**src/rtl/regfile_bank_reader.sv**
```systemverilog
// Read-side drain engine for one bank of the double-banked register file.
// Reads 2-entry blocks through both ports and emits each block as one valid/ready beat.
module regfile_bank_reader #(
    parameter int PORT_WIDTH   = 16,
    parameter int ADDR_WIDTH   = 4,
    parameter int READ_LATENCY = 1,
    parameter int FIFO_DEPTH   = 2
) (
    input  logic                    clock_i,
    input  logic                    reset_i,
    input  logic                    start_i,
    input  logic                    startBank_i,
    input  logic [ADDR_WIDTH-1:0]   numBlocks_i,
    output logic                    readBank_o,
    output logic [ADDR_WIDTH-1:0]   readAddr0_o,
    output logic [ADDR_WIDTH-1:0]   readAddr1_o,
    input  logic [PORT_WIDTH-1:0]   readData0_i,
    input  logic [PORT_WIDTH-1:0]   readData1_i,
    output logic [2*PORT_WIDTH-1:0] outData_o,
    output logic                    outValid_o,
    input  logic                    outReady_i,
    output logic                    busy_o,
    output logic                    done_o
);

    localparam int MAX_BLOCKS = 2 ** (ADDR_WIDTH - 1);
    localparam int PTR_W      = (FIFO_DEPTH > 1) ? $clog2(FIFO_DEPTH) : 1;
    localparam int CNT_W      = $clog2(FIFO_DEPTH + 1);

    localparam logic [1:0] ST_IDLE  = 2'd0;
    localparam logic [1:0] ST_READ  = 2'd1;
    localparam logic [1:0] ST_DRAIN = 2'd2;

    logic [1:0]              state_q, state_d;
    logic                    busy_q, busy_d;
    logic                    done_q, done_d;
    logic                    bank_q;
    logic [ADDR_WIDTH-1:0]   nblk_q;
    logic [ADDR_WIDTH-1:0]   blk_q;
    logic [ADDR_WIDTH-1:0]   addr0_q, addr1_q;
    logic [READ_LATENCY-1:0] sr_q;
    logic [READ_LATENCY:0]   sr_d;

    logic [2*PORT_WIDTH-1:0] fifo_mem_q [FIFO_DEPTH];
    logic [PTR_W-1:0]        wr_ptr_q, rd_ptr_q;
    logic [CNT_W-1:0]        count_q;

    logic                    accept_start, issue, last_issue, push, pop, credit_ok, drain_finish;
    logic [ADDR_WIDTH-1:0]   nblk_clamped;
    logic [7:0]              inflight;

    assign outValid_o  = (count_q != '0);
    assign outData_o   = fifo_mem_q[rd_ptr_q];
    assign readBank_o  = bank_q;
    assign readAddr0_o = addr0_q;
    assign readAddr1_o = addr1_q;
    assign busy_o      = busy_q;
    assign done_o      = done_q;

    assign nblk_clamped = (numBlocks_i > ADDR_WIDTH'(MAX_BLOCKS)) ? ADDR_WIDTH'(MAX_BLOCKS) : numBlocks_i;
    assign accept_start = (state_q == ST_IDLE) && start_i;
    assign pop          = outValid_o && outReady_i;
    assign push         = sr_q[READ_LATENCY-1];

    always_comb begin
        inflight = '0;
        for (int i = 0; i < READ_LATENCY; i++) begin
            inflight = inflight + 8'(sr_q[i]);
        end
    end

    // A slot freed by this cycle's pop counts as credit, so depth READ_LATENCY+1 streams 1 beat/cycle.
    assign credit_ok    = (8'(count_q) + inflight) < (8'(FIFO_DEPTH) + 8'(pop));
    assign issue        = (state_q == ST_READ) && (blk_q < nblk_q) && credit_ok;
    assign last_issue   = issue && ((blk_q + ADDR_WIDTH'(1)) == nblk_q);
    assign drain_finish = (state_q == ST_DRAIN) && pop && (count_q == CNT_W'(1)) && (inflight == 8'd0);
    assign sr_d         = {sr_q, issue};

    always_comb begin
        state_d = state_q;
        busy_d  = busy_q;
        done_d  = 1'b0;
        case (state_q)
            ST_IDLE: begin
                if (accept_start) begin
                    if (nblk_clamped == '0) begin
                        done_d = 1'b1;
                    end else begin
                        state_d = ST_READ;
                        busy_d  = 1'b1;
                    end
                end
            end
            ST_READ: begin
                if (last_issue) state_d = ST_DRAIN;
            end
            ST_DRAIN: begin
                if (drain_finish) begin
                    state_d = ST_IDLE;
                    busy_d  = 1'b0;
                    done_d  = 1'b1;
                end
            end
            default: state_d = ST_IDLE;
        endcase
    end

    always_ff @(posedge clock_i or posedge reset_i) begin
        if (reset_i) begin
            state_q <= ST_IDLE;
            busy_q  <= 1'b0;
            done_q  <= 1'b0;
            bank_q  <= 1'b0;
            nblk_q  <= '0;
            blk_q   <= '0;
            addr0_q <= '0;
            addr1_q <= ADDR_WIDTH'(1);
        end else begin
            state_q <= state_d;
            busy_q  <= busy_d;
            done_q  <= done_d;
            if (accept_start) begin
                bank_q <= startBank_i;
                nblk_q <= nblk_clamped;
                blk_q  <= '0;
            end
            if (issue) begin
                addr0_q <= {blk_q[ADDR_WIDTH-2:0], 1'b0};
                addr1_q <= {blk_q[ADDR_WIDTH-2:0], 1'b1};
                blk_q   <= blk_q + ADDR_WIDTH'(1);
            end
        end
    end

    // Valid tag travels alongside the read so data is captured exactly READ_LATENCY edges after issue.
    genvar gi;
    generate
        for (gi = 0; gi < READ_LATENCY; gi++) begin : g_vld_pipe
            always_ff @(posedge clock_i or posedge reset_i) begin
                if (reset_i) sr_q[gi] <= 1'b0;
                else         sr_q[gi] <= sr_d[gi];
            end
        end
    endgenerate

    always_ff @(posedge clock_i or posedge reset_i) begin
        if (reset_i) begin
            for (int i = 0; i < FIFO_DEPTH; i++) fifo_mem_q[i] <= '0;
            wr_ptr_q <= '0;
            rd_ptr_q <= '0;
            count_q  <= '0;
        end else begin
            if (push) begin
                fifo_mem_q[wr_ptr_q] <= {readData1_i, readData0_i};
                wr_ptr_q <= (wr_ptr_q == PTR_W'(FIFO_DEPTH - 1)) ? '0 : wr_ptr_q + PTR_W'(1);
            end
            if (pop) begin
                rd_ptr_q <= (rd_ptr_q == PTR_W'(FIFO_DEPTH - 1)) ? '0 : rd_ptr_q + PTR_W'(1);
            end
            case ({push, pop})
                2'b10:   count_q <= count_q + CNT_W'(1);
                2'b01:   count_q <= count_q - CNT_W'(1);
                default: count_q <= count_q;
            endcase
        end
    end

endmodule
```
**config.mk**
```make
export PLATFORM = sky130hd
export DESIGN_NAME = regfile_bank_reader
export DESIGN_NICKNAME = d
export VERILOG_FILES = /design/src/rtl/regfile_bank_reader.sv
export SDC_FILE = /design/constraint.sdc
export NUM_CORES = 1
export LEC_CHECK = 0
export CORE_MARGIN = 8
export CORE_UTILIZATION = 65
export CTS_BUF_LIST = sky130_fd_sc_hd__clkbuf_8
export DETAILED_ROUTE_END_ITERATION = 10
export DONT_BUFFER_PORTS = 1
export PLACE_DENSITY = 0.81
export SLEW_MARGIN = 20
export SYNTH_ARGS = -nofsm -noshare
export SYNTH_HDL_FRONTEND = slang
export SYNTH_SLANG_ARGS = --single-unit
```
**constraint.sdc**
```tcl
create_clock -name clock_i -period 4.85 [get_ports clock_i]
set_input_delay 1.2125 -clock clock_i [delete_from_list [all_inputs] [get_ports clock_i]]
set_output_delay 1.2125 -clock clock_i [all_outputs]
set_load 0.05 [all_outputs]
```
# Word level (Yosys, flattened, before mapping)
# Cells that the tools add are included.
# op_classes
addsub	7
n_lt_le_gt_ge	6
eq_ne	10
n_mux	25
bitwise_logic	2
reduce_logical	18
# ops
cell	count
$mux 32	4
$bwmux 64	1
$demux 32 s1	1
$mux 4	3
$logic_and 1x1->1	9
$logic_not 8->1	1
$mux 1	8
$mux 2	4
$ne 2x2->1 const B	4
$reduce_and 4->1	2
$reduce_bool 2->1	4
$eq 2x1->1 const B	3
$pmux 2 s3	1
$add 4x1->4 const B	1
$eq 2x2->1 const B	2
$eq 4x4->1	1
$ge 2x2->1 const B	2
$gt 4x4->1 const B	1
$logic_not 4->1	1
$lt 4x4->1	1
$not 1->2	2
$pmux 1 s2	2
$pmux 2 s2	1
$add 2x1->3	1
7 further kinds	8
# totals
reg_bits	85
wordCells	81

# Depth between registers and ports, before layout
# Gate-level depths: netlist of the first run.
# logic_depth
word_depth	8
depth_mapped	7

# Worst setup path after synthesis of the first run
# No wires, ideal clock.
# synth_timing
kind	register to output
startpoint	reg rd_ptr_q
endpoint	out outData_o[19]
t_arrival_ns	1.363
t_required_ns	3.638
setup_slack_ns	2.275
path_stages_with_launch	4
n_path_buf	2
cell_sequence	dfrtp_1 -> clkbuf_1 -> clkbuf_1 -> mux2_2
# synth_via
elab_chain_cells	4
# synth_lines
item	line_no	source
from (decl)	45	logic [PTR_W-1:0] wr_ptr_q, rd_ptr_q;
from (signal assigned)	158	rd_ptr_q <= (rd_ptr_q == PTR_W'(FIFO_DEPTH - 1)) ? '0 : rd_ptr_q + PTR_W'(1);
$not 1->2 (not written as such)	53	assign outData_o = fifo_mem_q[rd_ptr_q];
$mux 32 (not written as such) (3 in a row)	53	
to (decl)	19	output logic [2*PORT_WIDTH-1:0] outData_o,
# Every way passes these cells. The select of a mux whose other input is x is not followed.

# Final worst setup path of the first run
# layout_timing
startpoint	reg rd_ptr_q
endpoint	out outData_o[22]
# The elaborated chain is that of the path after synthesis.

==> results of run 1 <==
## sequential cells by signal (all words and copies together), names as in the netlist
register / flops
readAddr1_o: 3
push: 1
rd_ptr_q: 1
state_q: 2
fifo_mem_q: 64
busy_o: 1
readBank_o: 1
wr_ptr_q: 1
count_q: 2
blk_q: 4
nblk_q: 4
done_o: 1
## metrics by stage
stage / setup slack, ps / cell area, sq um
6_report: 1610 / 4110
5_1_grt: 1490 / 4110
4_1_cts: 1560 / 4110
3_5_place_dp: 1960 / 3930
3_3_place_gp: 1960 / 3930
2_1_floorplan: 1440 / 3900
## layout make-up
type | instances | area [sq um] | area share, %
inverter | 13 | 51.3 | 1.25
sequential | 85 | 2130 | 51.7
clock buffer | 10 | 138 | 3.35
timing repair buffer | 3 | 22.5 | 0.548
tap | 75 | 93.8 | 2.28
clock inverter | 6 | 40.0 | 0.974
multi-input combinational | 167 | 1640 | 39.9
## per-layer routing
layer  track usage (%)  vias to the layer above  wire length, microns
li1                  -                      978                     -
met1              19.1                     1049                  2730
met2              29.8                       50                  3660
met3              5.53                       11                   505
met4              8.05                        0                   121
met5                 0                        -                     0
## worst max-delay path by stage
stage               startpoint             to  depth (start not counted)
global route          rd_ptr_q  outData_o[15]                          2
floorplan              reset_i       blk_q[0]                          1
global placement      rd_ptr_q  outData_o[15]                          2
detailed placement    rd_ptr_q  outData_o[21]                          2
CTS                   rd_ptr_q  outData_o[28]                          2
finish                rd_ptr_q  outData_o[22]                          2
## cell usage after synthesis, types with 2 or more instances
cell type / n
o21ai_0: 11
xor2_1: 4
clkbuf_1: 7
o211ai_1: 3
or4_1: 2
conb_1: 2
mux2_2: 99
dfrtp_1: 85
buf_4: 5
xnor2_1: 2
buf_1: 6
inv_1: 13
and3_1: 2
ha_1: 10
nand2_1: 6
nor2_1: 2
nand2b_1: 7
## cell families after synthesis
kind of cell               count (synthesis)
muxes                                    100
DFF                                       85
buffers and inverters                     31
and+or+nand+nor                           26
AOI/OAI and AO/OA                         21
adders and majority gates                 10
xor gates and xnor gates                   8
other                                      2
==> reports/metrics.yaml, run 1 <==
die:
  start_util_pct: 66.6
  chipWidth_microns: 93.4
  core_sq_um: 5850
  num_rows: 28
  die_h_microns: 93.4
  dieArea_sq_um: 8730
  io_pins: 85
placement:
  routabilityCongestion: 0.789
  post-dp-hpwl_microns: 5110
  place.port_buffers: 0
  place_inst: 343
sta:
  hold-worst-slack_ps: 485
  drv_slew: 0
  tns_ps: 0
  hold_viol_final: 0
  finalCritPeriodShare_pct: 66.9
  setup-violations-final: 0
  finalClockSkew_ps: 12.0
  rsz0062_at_grt: "false"
  min_period_ps: 3240
  fmax_mhz: 308
  slew_headroom_pct: 38.9
  worst_pin_slew_ps: 916
logic_synthesis:
  yosys.area_share.xor_xnor_pct: 2.54
  postSynthCellCount: 283
  yosysWarnings: 0
  ys_ff_latch: 85
  avgSynthCellArea_sq_um: 13.8
  async_reset_ff_share_pct: 100
  seq_area_frac_synth_pct: 54.6
  synth_edf_count: 0
  ys.flop_type: "dfrtp_1"
  synth_mux_area_share_pct: 28.9
  synth_top_area_share_pct: 54.6
  syn_area_sq_um: 3900
  synth_nets: 334
  synth_compound_area_share_pct: 3.37
  synthTopCellsByArea: "dfrtp_1 55%, mux2_2 29%, ha_1 3.2%"
  yosys.area.top_type: "dfrtp_1"
  synth_top_family_by_area: "multiplexers"
  synth_fa_ha_area_share_pct: 3.21
  yosys.area_share.simple_pct: 3.79
  synth_cell_types: 34
routing:
  drc: 0
  drt_wl_total_microns: 7020
  vias: 2088
  routedWlPerCell_microns: 19.6
  via_per_inst: 5.82
  drt-pass1-iter-count: 4
  antenna_left: 0
  drt_iter0_markers: 54
finish:
  stdcell_count: 359
  drive_above_1_share_pct: 42.6
  antennaDiodeCount: 0
  fin_util_pct: 70.3
  layout_common_cells: "99 x mux2_2, 85 x dfrtp_1, 13 x inv_1, 11 x o21ai_0"
  mostFrequentLayoutCell: "mux2_2"
  fillers: 430
  nets: 330
  syn_to_final_growth_pct: 5.46
worst_setup_path:
  slowest_stage: "dfrtp_1"
  cp-start-kind: "register"
  crit_chain: "buf_4 > mux2_2"
  cp.arrival_ps: 2030
  critPathBufInv: 1
  critPathMaxFanout: 17
  cp.required_ps: 3640
  crit_type: "register to output port"
  worstRegToRegCells: 6
  critPathMaxStageDelay_ps: 790
  worst-r2r-setup-slack_ps: 2690
  r2r_start: "count_q[0]"
  critical-path-top-delay-family: "flip-flops"
  endpoint_kind: "output port"
  crit-reg2reg-capture: "state_q[0]"
cts:
  clkTransAtPathRegs_ps: 70
  clockRootBuffer: "clkbuf_8"
  h-tree-depth: 3
  cts_resized: 0
  cts_made_buffers: 9
  cts_max_path_buffers: 2
  clock_sink_count: 85
  cts_setup_buffers: 0
  cts_hold_buf: 0
  clk-insertion-delay-late_ps: 340
  cts_tree: "done"
grt:
  grt_max_degree: 61
  antenna_found_initial: 0
  grt_usage_pct: 17.4
  overflow: 0
  grt_pass1_wl_microns: 11700
  first_global_vias: 2338
hold_path:
  hold_class: "register to register"
  worstHoldStart: "wr_ptr_q"
  min_path_cells: 1
  worstHoldEndpoint: "wr_ptr_q"
status:
  status: "finished clean"
flow_run:
  maxCapViolCount: 0
Power of run 1 is left out: the tool's default activity adds up to more than one toggle a clock period on the data nets, which glitch-free logic cannot reach.
==> run 2: changes to the inputs <==
clock period = 3 ns   (was 4.85 ns; I/O delays follow)
==> run 2 against run 1 <==
Net effect:
- die area did not move
- core utilization increased by 0.58 points
- first-iteration DRC count rose by 20%
- count of clock-buffer cells in the layout rose by 1
- critical path depth unchanged
- non-clock buffer count up 1
- final area rose by 0.82%
- hold slack lost 93 ps
- setup slack got worse by 1000 ps
==> reports/metrics.yaml, run 2 (synthesis results as in run 1) <==
status:
  status: "finished clean"
grt:
  grt_max_degree: 47
  grt_usage_pct: 17.0
  first_global_vias: 2289
  antenna_found_initial: 0
  grt_pass1_wl_microns: 11600
  overflow: 0
finish:
  drive_above_1_share_pct: 41.9
  mostFrequentLayoutCell: "mux2_2"
  fillers: 423
  nets: 331
  largest-register: "fifo_mem_q"
  largestRegisters: "fifo_mem_q x64, blk_q x4, nblk_q x4"
  regArea_sq_um: 2130
  largest_register_ffs: 64
  layout_common_cells: "99 x mux2_2, 85 x dfrtp_1, 15 x inv_1, 11 x o21ai_0, 11 x clkbuf_8"
  antennaDiodeCount: 0
  syn_to_final_growth_pct: 6.32
  multiInputGateArea_sq_um: 1640
worst_setup_path:
  worstSetupStartpoint: "rd_ptr_q"
  r2r_start: "push"
  crit-reg2reg-capture: "state_q[0]"
  crit_type: "register to output port"
  critPathBufInv: 1
  cp-start-kind: "register"
  endpoint_kind: "output port"
  worst-r2r-setup-slack_ps: 860
  crit_cells: 2
  critPathMaxFanout: 26
  crit_chain: "buf_12 > mux2_2"
  cp.arrival_ps: 1690
  critical-path-top-delay-family: "flip-flops"
  slowest_stage: "dfrtp_1"
  cp.required_ps: 2250
  critPathMaxStageDelay_ps: 590
  crit_end: "outData_o[28]"
  worstRegToRegCells: 6
placement:
  post-dp-hpwl_microns: 4950
  place.port_buffers: 0
  routabilityCongestion: 0.791
cts:
  cts_setup_buffers: 0
  h-tree-depth: 3
  cts_max_path_buffers: 2
  clock_sink_count: 85
  clk-insertion-delay-late_ps: 340
  cts_hold_buf: 0
  clkTransAtPathRegs_ps: 80
  clockRootBuffer: "clkbuf_8"
  cts_tree: "done"
  cts_resized: 0
  cts_made_buffers: 9
sta:
  setup-violations-final: 0
  drv_slew: 0
  tns_ps: 0
  rsz0062_at_grt: "false"
  worst_pin_slew_ps: 922
  finalCritPeriodShare_pct: 81.2
  fmax_mhz: 410
  slew_headroom_pct: 38.5
  finalClockSkew_ps: 7.90
  hold_viol_final: 0
  min_period_ps: 2440
routing:
  drt-pass1-iter-count: 4
  drt_iter0_markers: 65
  drt_wl_total_microns: 7010
  vias: 2095
  drc: 0
  via_per_inst: 5.84
  antenna_left: 0
  routedWlPerCell_microns: 19.5
flow_run:
  maxCapViolCount: 0
die:
  start_util_pct: 66.6
  io_pins: 85
  die_h_microns: 93.4
  core_sq_um: 5850
  dieArea_sq_um: 8730
  chipWidth_microns: 93.4
  num_rows: 28
hold_path:
  hold_class: "primary input to asynchronous set/reset pin"
run 2: final cells by class:
class	instances	share of cell area, %
Clock buffer	11	3.65
Clock inverter	4	0.996
Tap cell	75	2.26
Timing Repair Buffer	4	1.03
Inverter	13	1.21
Multi-Input combinational cell	167	39.5
Sequential cell	85	51.3
run 2: how the worst min path moves through the flow:
stage | slack (ps) | end | start | cells past startpoint
2_1_floorplan | 450 | wr_ptr_q | wr_ptr_q | 1
3_3_place_gp | 470 | wr_ptr_q | wr_ptr_q | 1
3_5_place_dp | 480 | wr_ptr_q | wr_ptr_q | 1
4_1_cts | 420 | fifo_mem_q[4] | reset_i | 1
5_1_grt | 450 | fifo_mem_q[6] | reset_i | 1
6_report | 390 | fifo_mem_q[4] | reset_i | 1
run 2: metal layers:
metal	part of all wire, %	global-route usage (%)
met3	8.4	6.01
met1	42	20.5
met5	0	0
met2	48	26.9
met4	1.5	7.25
run 2: worst register-to-register path, stage by stage, from the launching register on:
cell       delay, ps
dfrtp_1          440
ha_1             210
ha_1             260
inv_1             50
o2111ai_1        250
or4_1            580
a31o_1           230
run 2: metrics by stage:
| stage | area [sq um] | hold WS [ps] | util, % | std cells | setup slack [ps] |
|---|---|---|---|---|---|
| 6_report | 4150 | 392 | 70.9 | 359 | 564 |
| 5_1_grt | 4150 | 454 | 70.9 | 359 | 495 |
| 4_1_cts | 4150 | 423 | 70.9 | 359 | 548 |
| 3_5_place_dp | 3950 | 478 | 67.6 | 344 | 861 |
| 3_3_place_gp | 3950 | 472 | 67.6 | 344 | 898 |
| 2_1_floorplan | 3900 | 452 | - | 283 | 56.5 |
Power of run 2 is left out for the same reason.
==> run 3: changes to the inputs <==
CORE_UTILIZATION = 59   (was 65)
PLACE_DENSITY = 0.78   (was 0.81)
clock period = 2.2 ns   (was 3 ns; I/O delays follow)
==> run 3 against run 2 <==
Net effect:
- sequential share of layout area shrank 1.1 points
- die area grew 8.4%
- first-iteration DRC count shrank 38%
- non-clock buffer count grew 7
- sequential cell count is the same
- count of clock-buffer cells in the layout shrank 2
- register-to-register slack lost 680 ps
- clock skew is essentially flat
==> reports/metrics.yaml, run 3 (synthesis results as in run 1) <==
finish:
  largest-register: "fifo_mem_q"
  fin_area_sq_um: 4240
  syn_to_final_growth_pct: 8.63
  regArea_sq_um: 2130
  nets: 338
  antennaDiodeCount: 0
  drive_above_1_share_pct: 44.9
  mostFrequentLayoutCell: "mux2_2"
  largest_register_ffs: 64
  multiInputGateArea_sq_um: 1640
  layout_common_cells: "99 x mux2_2, 84 x dfrtp_1, 12 x inv_1, 11 x o21ai_0, 10 x ha_1"
  fillers: 479
  largestRegisters: "fifo_mem_q x64, blk_q x4, nblk_q x4"
status:
  status: "finished clean"
routing:
  routedWlPerCell_microns: 19.0
  drt_wl_total_microns: 7000
  via_per_inst: 5.64
  antenna_left: 0
  drt_iter0_markers: 40
  vias: 2082
  drt-pass1-iter-count: 4
  drc: 0
grt:
  antenna_found_initial: 0
  grt_max_degree: 40
  grt_pass1_wl_microns: 11500
  first_global_vias: 2267
  grt_usage_pct: 15.2
  overflow: 0
die:
  start_util_pct: 61.1
  core_sq_um: 6390
  die_h_microns: 97.3
  num_rows: 29
  dieArea_sq_um: 9470
  chipWidth_microns: 97.3
  io_pins: 85
sta:
  tns_ps: 0
  hold-worst-slack_ps: 99.3
  drv_slew: 0
  finalCritPeriodShare_pct: 94.0
  hold_viol_final: 0
  finalClockSkew_ps: 7.80
  slew_headroom_pct: 38.6
  worst_pin_slew_ps: 922
  fmax_mhz: 484
  rsz0062_at_grt: "false"
  min_period_ps: 2070
  setup-violations-final: 0
cts:
  cts_made_buffers: 9
  clkTransAtPathRegs_ps: 90
  cts_setup_buffers: 0
  cts_max_path_buffers: 2
  clk-insertion-delay-late_ps: 350
  cts_tree: "done"
  cts_hold_buf: 0
  clock_sink_count: 85
  clockRootBuffer: "clkbuf_8"
  h-tree-depth: 3
flow_run:
  maxCapViolCount: 0
worst_setup_path:
  cp-start-kind: "register"
  endpoint_kind: "output port"
  critPathMaxFanout: 30
  worstSetupStartpoint: "rd_ptr_q"
  cp.required_ps: 1650
  cp.arrival_ps: 1520
  crit_type: "register to output port"
  r2r_start: "count_q[0]"
placement:
  post-dp-hpwl_microns: 5010
  place.port_buffers: 0
  routabilityCongestion: 0.739
  post_dp_cell_area_sq_um: 4040
hold_path:
  hold_class: "primary input to asynchronous set/reset pin"
==> run 3: metal layers <==
layer / track usage, % / wire [microns]
met1: 17.4 / 3010
met4: 5.71 / 76
met5: 0 / 0
met2: 24.3 / 3360
met3: 6.90 / 553
==> run 3: path summary, 6_finish.rpt <==
| check | to | slack (ps) | cells after the start |
|---|---|---|---|
| max | outData_o[21] | 130 | 2 |
| min | busy_o | 100 | 1 |
| max reg2reg | state_q[0] | 180 | 6 |
| min reg2reg | wr_ptr_q | 490 | 1 |
| max in group asynchronous | fifo_mem_q[60] | 1410 | 2 |
| min in group clock_i | fifo_mem_q[52] | 330 | 1 |
==> run 3: final cells by class <==
cell class              instances  share of cell area, %
flip-flops and latches         85                   50.3
clock inverters                 7                   1.77
well taps                      77                   2.27
repair buffers                 11                   2.84
clock buffers                   9                   2.92
multi-input cells             167                   38.7
inverters                      13                   1.24
==> run 3: worst max-delay path, stage by stage, from the launching register on <==
cell and delay [ps]:
dfrtp_2 440, buf_12 220, mux2_2 500
==> run 3: through the flow <==
step           std cells  utilization, %  setup WS (ps)
2_1_floorplan        283               -            104
3_3_place_gp         353            63.2            233
3_5_place_dp         353            63.2            193
4_1_cts              369            66.3           43.0
5_1_grt              369            66.3           54.9
6_report             369            66.3            132
==> run 3: timing repair <==
item,in CTS,in global routing
hold endpoints to repair,0,0
setup endpoints to repair,0,27
gates resized for setup,0,1
Power of run 3 is left out for the same reason.
